`src/rtl/delta_controller_output_storer.sv`:
```
// delta_controller_output_storer
// Purpose : drains every PU output buffer to DRAM after a tile finishes. Each
//           accumulator is requantised (arithmetic shift, optional ReLU,
//           saturation), packed two per 32-bit word and written to
//           consecutive DRAM words; the PU buffer is then cleared.
// Latency : 5 cycles per PU with zero-wait DRAM; finished = 5*PU_NUM+1 cycles
//           after the start cycle, plus one cycle per DRAM wait cycle.
// Ports   : clock/reset (sync, active-high); start/out_start_address/
//           shift_amt/relu_en = job request; OB_r_enable/OB_data/OB_clear =
//           output-buffer read and clear; DRAM_Write/Address/WriteData/
//           WriteDone = write request held until accepted; busy/finished =
//           job status.
module delta_controller_output_storer #(
    parameter int PU_NUM         = 4,
    parameter int OUTPUT_CHANNEL = 4,
    parameter int BIN_LEN        = 16,
    parameter int OUT_BIN_LEN    = 24
) (
    input  logic        clock,
    input  logic        reset,
    input  logic        start,
    input  logic [31:0] out_start_address,
    input  logic [4:0]  shift_amt,
    input  logic        relu_en,
    output logic [PU_NUM-1:0] OB_r_enable,
    input  logic [PU_NUM-1:0][OUTPUT_CHANNEL-1:0][OUT_BIN_LEN-1:0] OB_data,
    output logic [PU_NUM-1:0] OB_clear,
    output logic        DRAM_Write,
    output logic [31:0] DRAM_Address,
    output logic [31:0] DRAM_WriteData,
    input  logic        DRAM_WriteDone,
    output logic        busy,
    output logic        finished
);

    localparam int WORDS  = OUTPUT_CHANNEL / 2;
    localparam int PU_W   = (PU_NUM > 1) ? $clog2(PU_NUM) : 1;
    localparam int WORD_W = (WORDS > 1) ? $clog2(WORDS) : 1;
    localparam int PACK_W = OUTPUT_CHANNEL * BIN_LEN;

    localparam logic [2:0] IDLE     = 3'd0;
    localparam logic [2:0] READ     = 3'd1;
    localparam logic [2:0] CAPTURE  = 3'd2;
    localparam logic [2:0] WRITE_LO = 3'd3;
    localparam logic [2:0] WRITE_HI = 3'd4;
    localparam logic [2:0] NEXT_PU  = 3'd5;
    localparam logic [2:0] DONE     = 3'd6;

    // Saturation bounds of a BIN_LEN-bit signed value, expressed at
    // accumulator width so the comparison stays in one signed domain.
    localparam logic signed [OUT_BIN_LEN-1:0] SAT_MAX = OUT_BIN_LEN'((64'd1 << (BIN_LEN-1)) - 64'd1);
    localparam logic signed [OUT_BIN_LEN-1:0] SAT_MIN = ~SAT_MAX;

    logic [2:0]        state;
    logic [PU_W-1:0]   pu;
    logic [WORD_W-1:0] word;
    logic [31:0]       addr;
    logic [PACK_W-1:0] pack;
    logic [PACK_W-1:0] qn;
    logic [4:0]        shift_r;
    logic              relu_r;

    function automatic logic [BIN_LEN-1:0] requant(
        input logic signed [OUT_BIN_LEN-1:0] acc,
        input logic [4:0]                    sh,
        input logic                          relu
    );
        logic signed [OUT_BIN_LEN-1:0] s;
        // >>> by >= OUT_BIN_LEN fills with the sign, giving 0 or -1.
        s = acc >>> sh;
        if (relu && s[OUT_BIN_LEN-1]) begin
            s = '0;
        end
        if (s > SAT_MAX) begin
            s = SAT_MAX;
        end else if (s < SAT_MIN) begin
            s = SAT_MIN;
        end
        return s[BIN_LEN-1:0];
    endfunction

    // Requantised channels of the PU currently being read; ch0 ends up in
    // the low bits so the first DRAM word is simply the bottom 32 bits.
    always_comb begin
        qn = '0;
        for (int c = 0; c < OUTPUT_CHANNEL; c++) begin
            qn[c*BIN_LEN +: BIN_LEN] = requant(OB_data[pu][c], shift_r, relu_r);
        end
    end

    always_comb begin
        OB_r_enable = '0;
        OB_clear    = '0;
        if (state == READ) begin
            OB_r_enable[pu] = 1'b1;
        end
        if (state == NEXT_PU) begin
            OB_clear[pu] = 1'b1;
        end
    end

    assign DRAM_Write     = (state == WRITE_LO) || (state == WRITE_HI);
    assign DRAM_Address   = addr;
    assign DRAM_WriteData = pack[31:0];
    assign busy           = (state != IDLE);
    assign finished       = (state == DONE);

    always_ff @(posedge clock) begin
        if (reset) begin
            state   <= IDLE;
            pu      <= '0;
            word    <= '0;
            addr    <= '0;
            pack    <= '0;
            shift_r <= '0;
            relu_r  <= 1'b0;
        end else begin
            case (state)
                IDLE: begin
                    if (start) begin
                        addr    <= out_start_address;
                        shift_r <= shift_amt;
                        relu_r  <= relu_en;
                        pu      <= '0;
                        state   <= READ;
                    end
                end
                READ: begin
                    state <= CAPTURE;
                end
                CAPTURE: begin
                    pack  <= qn;
                    word  <= '0;
                    state <= WRITE_LO;
                end
                WRITE_LO: begin
                    if (DRAM_WriteDone) begin
                        addr <= addr + 32'd4;
                        // Shifting the packed channels down presents the next
                        // word in the same cycle the state advances, so the
                        // request can stay high without a gap.
                        pack <= pack >> 32;
                        if (WORDS == 1) begin
                            state <= NEXT_PU;
                        end else begin
                            word  <= WORD_W'(1);
                            state <= WRITE_HI;
                        end
                    end
                end
                WRITE_HI: begin
                    if (DRAM_WriteDone) begin
                        addr <= addr + 32'd4;
                        pack <= pack >> 32;
                        if (word == WORD_W'(WORDS - 1)) begin
                            state <= NEXT_PU;
                        end else begin
                            word <= word + WORD_W'(1);
                        end
                    end
                end
                NEXT_PU: begin
                    if (pu == PU_W'(PU_NUM - 1)) begin
                        state <= DONE;
                    end else begin
                        pu    <= pu + PU_W'(1);
                        state <= READ;
                    end
                end
                DONE: begin
                    state <= IDLE;
                end
                default: begin
                    state <= IDLE;
                end
            endcase
        end
    end

endmodule
```
`config.mk`:
```
export PLATFORM = sky130hd
export DESIGN_NAME = delta_controller_output_storer
export DESIGN_NICKNAME = d
export VERILOG_FILES = /design/src/rtl/delta_controller_output_storer.sv
export SDC_FILE = /design/constraint.sdc
export NUM_CORES = 1
export LEC_CHECK = 0
export CAP_MARGIN = 20
export CELL_PAD_IN_SITES_DETAIL_PLACEMENT = 1
export CELL_PAD_IN_SITES_GLOBAL_PLACEMENT = 1
export CORE_MARGIN = 2
export CORE_UTILIZATION = 35
export CTS_CLUSTER_DIAMETER = 30
export DETAILED_ROUTE_END_ITERATION = 7
export HOLD_SLACK_MARGIN = 0.08
export PLACE_DENSITY = 0.93
export RECOVER_POWER = 50
export SLEW_MARGIN = 20
export SYNTH_ARGS = -nofsm -noshare
export SYNTH_HDL_FRONTEND = slang
export SYNTH_SLANG_ARGS = --single-unit
```
`constraint.sdc`:
```
create_clock -name clock -period 9.2 [get_ports clock]
set_clock_uncertainty 0.05 [all_clocks]
set_input_delay 1.84 -clock clock [delete_from_list [all_inputs] [get_ports clock]]
set_output_delay 1.84 -clock clock [all_outputs]
set_load 0.01 [all_outputs]
```
# Yosys cells after proc, flatten, opt, wreduce, memory -nomap -nowiden
# Index checks and enable logic that the tools add are counted.
# word_totals
word_cells	92
out_inout_bits	75
register_bits	108
in_bits	426
# classes
n_addsub	3
order_cmp	10
n_eq_ne	13
shift	4
n_reduce_logical	19
n_mux	36
# op_table
operator	n
96-bit binary-select mux with 2-bit select	1
16-bit two-way mux	8
64-bit case mux with 2 select lines	1
24-bit by 16-bit > comparator with 1-bit output (second input constant)	4
24-bit by 16-bit < comparator with 1-bit output (second input constant)	4
24-bit two-way mux	4
96-bit two-way mux	1
24-bit by 5-bit >>> shifter with 24-bit output	4
32-bit two-way mux	2
64-bit two-way mux	1
32-bit case mux with 2 select lines	1
32-bit by 3-bit adder with 32-bit output (second input constant)	1
3-bit case mux with 6 select lines	1
3-bit two-way mux	5
2-bit != test (second input constant)	5
3-bit == test (second input constant)	3
3-bit AND reduction	3
4-bit two-way mux	2
3-bit by 2-bit == test with 1-bit output (second input constant)	2
2-bit nonzero test	3
3-bit nonzero test	2
1-bit logical AND	5
1-bit two-way mux	4
2-bit two-way mux	2
15 further kinds	16

# Longest topological paths before layout
# Gate-level depths: netlist of the first run.
# logic_depth
depth_word	9
ltp_mapped	14
ltp_nobuf	9

# Least setup slack after synthesis of the first run
# OpenSTA, ideal clock, no wires.
# synth_timing
kind	input-to-reg
start	input port OB_data[166] (netlist name)
end	register pack[43]
required_time_ps	9028
path_stages	10
slack_ps	5007
path_buffers	2
t_arrival_ps	4022
setup_ps	122
cell_sequence	mux4_1 > mux2_2 > mux2i_1 > mux2_2 > nor4b_1 > a41o_1 > buf_2 > and2_1 > clkbuf_1 > a221o_1
# synth_via
elab_chain_len	9
word_cells_on_any_way	10
classes_between	order compare (2); shift (1); mux (6); reduce/logical (1)
# synth_lines
element	line_no	text
from (decl)	26	input logic [PU_NUM-1:0][OUTPUT_CHANNEL-1:0][OUT_BIN_LEN-1:0] OB_data,
96-bit binary-select mux with 2-bit select (*)	87	qn[c*BIN_LEN +: BIN_LEN] = requant(OB_data[pu][c], shift_r, relu_r);
96-bit two-way mux (*)	--	
24-bit by 5-bit >>> shifter with 24-bit output (*)	70	s = acc >>> sh;
1-bit logical AND	71	if (relu && s[OUT_BIN_LEN-1]) begin
24-bit two-way mux (*)	71	
24-bit by 16-bit < comparator with 1-bit output	76	end else if (s < SAT_MIN) begin
16-bit two-way mux	76	
16-bit two-way mux (*)	74	if (s > SAT_MAX) begin
64-bit case mux with 2 select lines (*)	118	case (state)
to (signal assigned)	132	pack <= qn;
to (signal assigned)	142	pack <= pack >> 32;
to (signal assigned)	154	pack <= pack >> 32;
to (decl)	58	logic [PACK_W-1:0] pack;
# Every way passes the cells marked *; elsewhere a longest branch is shown, timed or not. The select of a mux whose other input is x is not followed.
# A chain may end at the register's enable or synchronous reset.

# Worst setup path in the final report of the first run
# layout_timing
start	input port OB_data[333] (netlist name)
end	register pack[23]
# Same word-level chain as after synthesis.

==> results of run 1 <==
[layout by cell type, fill, tap and decap left out, drive strengths merged, types with 5 or more instances in the layout]
cell type,count
clkdlybuf4s50,435
a31oi,7
nor2,169
buf,19
dfxtp,108
o22ai,11
mux2,68
a211oi,30
nand4,6
ha,5
a21oi,97
a22oi,14
a221o,32
o211ai,17
o21ai,99
diode,9
or3,6
clkinv,7
a22o,6
and3,19
inv,17
and2,5
clkbuf,12
nor3,52
nand2b,7
dlygate4sd3,64
nand3,42
mux2i,121
nand2,210
o31ai,5
a21o,9
a221oi,6
o21a,10
mux4,128
[routing by layer]
layer / track usage (%) / vias to the layer above / part of all wire, % / wire [um]
met4: 16.4 / 10 / 5.0 / 3450
met3: 12.7 / 166 / 11 / 7750
met1: 41.5 / 7471 / 38 / 25900
met2: 54.9 / 848 / 46 / 31900
li1: - / 6550 / - / -
met5: 0 / - / 0.087 / 60
[power by group through the flow]
stage	Clock, W	Combinational, W	Sequential, W
after floorplan	0	0.00173	0.000765
after global placement	0	0.00256	0.000826
after detailed placement	0	0.00264	0.000840
after CTS	0.000383	0.00265	0.000830
after global routing	0.000405	0.00284	0.000852
final	0.000378	0.00267	0.000829
[final timing paths]
path,slack (ns),endpoint,cells after the start
min,0.43,DRAM_Address[1]$_SDFFE_PP0P_,2
max,3.96,pack[23]$_SDFFE_PP0P_,9
max reg2reg,4.40,pack[50]$_SDFFE_PP0P_,9
min reg2reg,0.43,DRAM_Address[1]$_SDFFE_PP0P_,2
[worst min-delay path: cells and delay by family, from the launching register on]
kind	cells	cell delay, ns
flops	1	0.31
simple gates	1	0.06
compound gates	1	0.06
[through the flow]
stage	utilization [%]	power [W]	hold WS, ns	worst slack [ns]	area [sq um]
finish	49.5	0.00387	0.430	3.96	18100
global route	49.5	0.00410	0.447	3.71	18100
CTS	49.5	0.00387	0.430	4.17	18100
detailed placement	48.7	0.00348	0.415	3.83	17800
global placement	48.7	0.00338	0.394	3.87	17800
floorplan	-	0.00249	0.387	5.01	13000
[final cells by class]
type	count	area share [%]
multi-input cells	1238	54.3
clock inverters	6	0.276
repair buffers	520	28.4
well taps	468	3.23
flip-flops and latches	108	12.0
inverters	19	0.400
diodes	9	0.124
clock buffers	10	1.26
[kinds of logic (layout without fill, tap and decap cells)]
kind of cell    Yosys count  count (layout)  share of synthesized area (%)
other cells               0               9                              0
buf+inv                 196             555                           8.08
compound gates          383             383                           19.6
fa+ha+maj                 5               5                          0.480
mux                     317             317                           37.7
flops                   108             108                           16.6
simple gates            533             533                           17.6
[sequential cells by signal (all words and copies together) (netlist names)]
signal and flops:
pu 2, pack 64, word 1, shift_r 5
state 3, DRAM_Address 32, relu_r 1
==> results.cfg, run 1 <==
[sta]
fin_crit_ns = 5.24
hold_viol = 0
worst_slew_pin_slew_ns = 3.71
setup-violations-final = 0
drv_slew = 75
fmax_mhz = 191
rsz0062_at_grt = no
finalCritPeriodShare_pct = 57.0
slew_headroom_pct = -148
fin_setup_tns_ns = 0

[clock_network]
clk_pin_slew_ns = 0.08
holdBufCountCts = 0
clock-sinks = 108
cts_tree = yes
cts.repair.resized = 0
clk_latency_ns = 0.35
clock-root-buffer = clkbuf_16
h-tree-depth = 3
cts_buffers = 9
cts_setup_buffers = 0
cts_buffer_depth = 2

[placement]
place_inst = 2353
portBuffers = 500
post-dp-hpwl_mm = 56.3
routabilityCongestion = 1.03

[outcome]
violations = capacitance limit, slew limit
status = finished, violations left

[setup_path]
critical_path_buf_inv_count = 1
slowest_delay_ns = 1.08
path_max_fanout = 15
worstPathArrival_ns = 5.23
crit_start = OB_data[333]
start_kind = primary input
cp_slowest_cell = o41ai_4
r2r_start = pu[1]$_SDFFE_PP0P_
crit_type = primary input to register
critPathTopFamily = compound AO/OA/AOI/OAI gates
cp.required_ns = 9.19
end_kind = register
path_cells = clkdlybuf4s50_1 -> mux4_2 -> mux2_2 -> mux2i_1 -> nor2_1 -> a21oi_1 -> nand4_1 -> o41ai_4 -> a211oi_1

[global_routing]
grt_usage_pct = 34.5
grt_first_pass_wirelength_mm = 99.3
grt_max_degree = 78
grt_pass1_vias = 15232
antenna_found_initial = 21
grt.overflow.total = 0

[routing]
via_count = 15045
first_iter_violations = 1380
viasPerCell = 6.33
ant_nets = 0
remaining_drc_errors = 0
wire_per_inst_um = 29.1
drt_pass1_iterations = 5
totalWireLength_mm = 69.1

[pwr]
pwr-share-comb_pct = 68.8
power_switching_w = 0.00193
p_sw_share_pct = 49.9
ir_drop_mv = 0.132
leakagePower_nw = 7.10
pwr_density_cell_nw_per_um2 = 214
pwr-share-seq_pct = 21.4
clkPwrFrac_pct = 9.7
intPower_w = 0.00194

[layout]
multi_input_area_sq_um = 9850
areaGrowthSynthToFinish_pct = 39.0
nets = 2327
fillers = 4222
stdcell_count = 2378
drive_above_1_share_pct = 12.3
register_area_sq_um = 2170

[die]
core_area_sq_um = 36600
rows = 70
start_util_pct = 35.6
die_w_um = 197
die_h_um = 197
io_pins = 501
die-area_sq_um = 38800

[synth]
yosysMostFrequentCell = nand2_1
synth_edf_count = 0
ys.flop_type = dfxtp_1
avgSynthCellArea_sq_um = 8.46
synth_cells = 1542
synth_area_leaders = mux4_2, dfxtp_1, mux2i_1
synth_top_area_share_pct = 19.5
yosysTopAreaCell = mux4_2
ys_ff_latch = 108
yosysUniqueCellTypes = 69
yosys_warnings = 0
synth_nets = 1973
synth.cell_area_sq_um = 13000
ys_async_sr_fraction_pct = 0
yosys-top-cells-count = nand2_1, nor2_1, mux2i_1
yosysSeqAreaShare_pct = 16.6

[hold_path]
hp-start = DRAM_Address[1]$_SDFFE_PP0P_
worstHoldPathType = register to register

[flow_run]
max-cap-violations = 1
No activity file was read; power rests on OpenSTA's default activity.
==> run 2, diff against run 1 <==
Settings changed: CORE_UTILIZATION 35 to 33, PLACE_DENSITY 0.93 to 0.88.
Clock period 9.2 ns to 4.9 ns, I/O delays scaled along.
==> results.cfg, run 2 (synthesis gave the netlist of run 1 again) <==
[setup_path]
critPathTopFamily = compound AO/OA/AOI/OAI gates
crit_type = register to register
cp.required_ns = 5.17
cp_slowest_cell = a21oi_1
start_kind = register
end_kind = register
path_cells = nor2_1 -> a22oi_1 -> inv_1 -> a21oi_1 -> buf_4 -> nor3_1 -> nor3_1 -> o21a_1
critical_path_buf_inv_count = 2
path_max_fanout = 24
worstPathArrival_ns = 4.50
slowest_delay_ns = 1.59
cp_common_cell = nor3_1

[hold_path]
worstHoldPathType = register to register

[sta]
finalCritPeriodShare_pct = 86.5
drv_slew = 107
worst_slew_pin_slew_ns = 2.02
fin_crit_ns = 4.24
slew_headroom_pct = -34.9
fin_hold_ws_ns = 0.411
hold_viol = 0
fin_setup_tns_ns = 0
rsz0062_at_grt = no
fmax_mhz = 236
setup-violations-final = 0

[die]
die_h_um = 203
core_area_sq_um = 38800
io_pins = 501
start_util_pct = 33.6
die-area_sq_um = 41100
die_w_um = 203
rows = 72

[layout]
design_area_sq_um = 18300
regMostFlops = pack
areaGrowthSynthToFinish_pct = 40.3
layout_commonest_cell = clkdlybuf4s50_1
fillers = 4536
drive_above_1_share_pct = 12.6
largest_reg_flops = 64
final_cell_mix = clkdlybuf4s50_1, nand2_1, nor2_1
nets = 2340

[pwr]
pwr-share-seq_pct = 21.8
leakagePower_nw = 7.18
clkPwrFrac_pct = 9.8
pwr_density_cell_nw_per_um2 = 398
p_sw_share_pct = 49.6
intPower_w = 0.00367
pwr-share-comb_pct = 68.4
ir_drop_mv = 0.276
power_switching_w = 0.00361

[clock_network]
cts_buffer_depth = 2
holdBufCountCts = 0
cts_buffers = 9
cts.repair.resized = 0
clk_latency_ns = 0.36
cts_setup_buffers = 0
clock-sinks = 108
clk_pin_slew_ns = 0.08
clock-root-buffer = clkbuf_16
h-tree-depth = 3
cts_tree = yes

[routing]
via_count = 14992
viasPerCell = 6.16
ant_nets = 0
drt_pass1_iterations = 5
remaining_drc_errors = 0
wire_per_inst_um = 28.8
totalWireLength_mm = 70.1
first_iter_violations = 1712

[global_routing]
grt_usage_pct = 32.9
grt_pass1_vias = 15031
grt_first_pass_wirelength_mm = 101
grt_max_degree = 77
antenna_found_initial = 10
grt.overflow.total = 0

[placement]
post-dp-hpwl_mm = 58.4
placed_area_sq_um = 18000
routabilityCongestion = 1.03
portBuffers = 500

[flow_run]
max-cap-violations = 3

[outcome]
status = finished, violations left
violations = capacitance limit, slew limit
-- run 2: through the flow --
step | util, % | cells | total power, W | worst slack (ns)
4_1_cts | 47.2 | 2432 | 0.00729 | 0.719
6_report | 47.1 | 2435 | 0.00728 | 0.663
3_5_place_dp | 46.4 | 2416 | 0.00656 | 0.761
5_1_grt | 47.1 | 2432 | 0.00769 | 0.451
3_3_place_gp | 46.4 | 2416 | 0.00642 | 0.813
2_1_floorplan | - | 1542 | 0.00468 | 1.57
-- run 2: worst paths after layout --
check	to	cells after the start	from	slack (ns)
min reg2reg	DRAM_Address[1]$_SDFFE_PP0P_	2	DRAM_Address[1]$_SDFFE_PP0P_	0.41
max	pack[5]$_SDFFE_PP0P_	8	state[0]$_SDFFE_PP0P_	0.66
max reg2reg	pack[5]$_SDFFE_PP0P_	8	state[0]$_SDFFE_PP0P_	0.66
min	DRAM_Address[1]$_SDFFE_PP0P_	2	DRAM_Address[1]$_SDFFE_PP0P_	0.41
-- run 2: layout make-up --
class                           count  area, sq um  share of cell area [%]
Antenna cell                        3         7.51                  0.0410
Clock buffer                       10          229                    1.25
Clock inverter                      6         45.0                   0.246
Inverter                           19         71.3                   0.390
Multi-Input combinational cell   1238         9830                    53.7
Sequential cell                   108         2170                    11.9
Tap cell                          518          648                    3.54
Timing Repair Buffer              533         5290                    28.9
-- run 2: power by group through the flow --
stage | logic (W) | registers (W) | clock network [W]
final | 0.00498 | 0.00159 | 0.000712
after global routing | 0.00531 | 0.00163 | 0.000750
after CTS | 0.00498 | 0.00159 | 0.000718
after detailed placement | 0.00496 | 0.00161 | 0
after global placement | 0.00483 | 0.00158 | 0
after floorplan | 0.00324 | 0.00144 | 0
-- run 2: worst min-delay path: stages (launching register included) --
cell	delay [ns]
dfxtp_1	0.32
nand2_1	0.05
a21oi_1	0.05
-- run 2: routing by layer --
layer  vias up  global-route usage, %  share of wire, %
met4        12                   11.4               3.6
met5         -                      0              0.11
li1       6569                      -                 -
met1      7459                   43.0                41
met3       130                   7.46               9.1
met2       822                   53.5                47
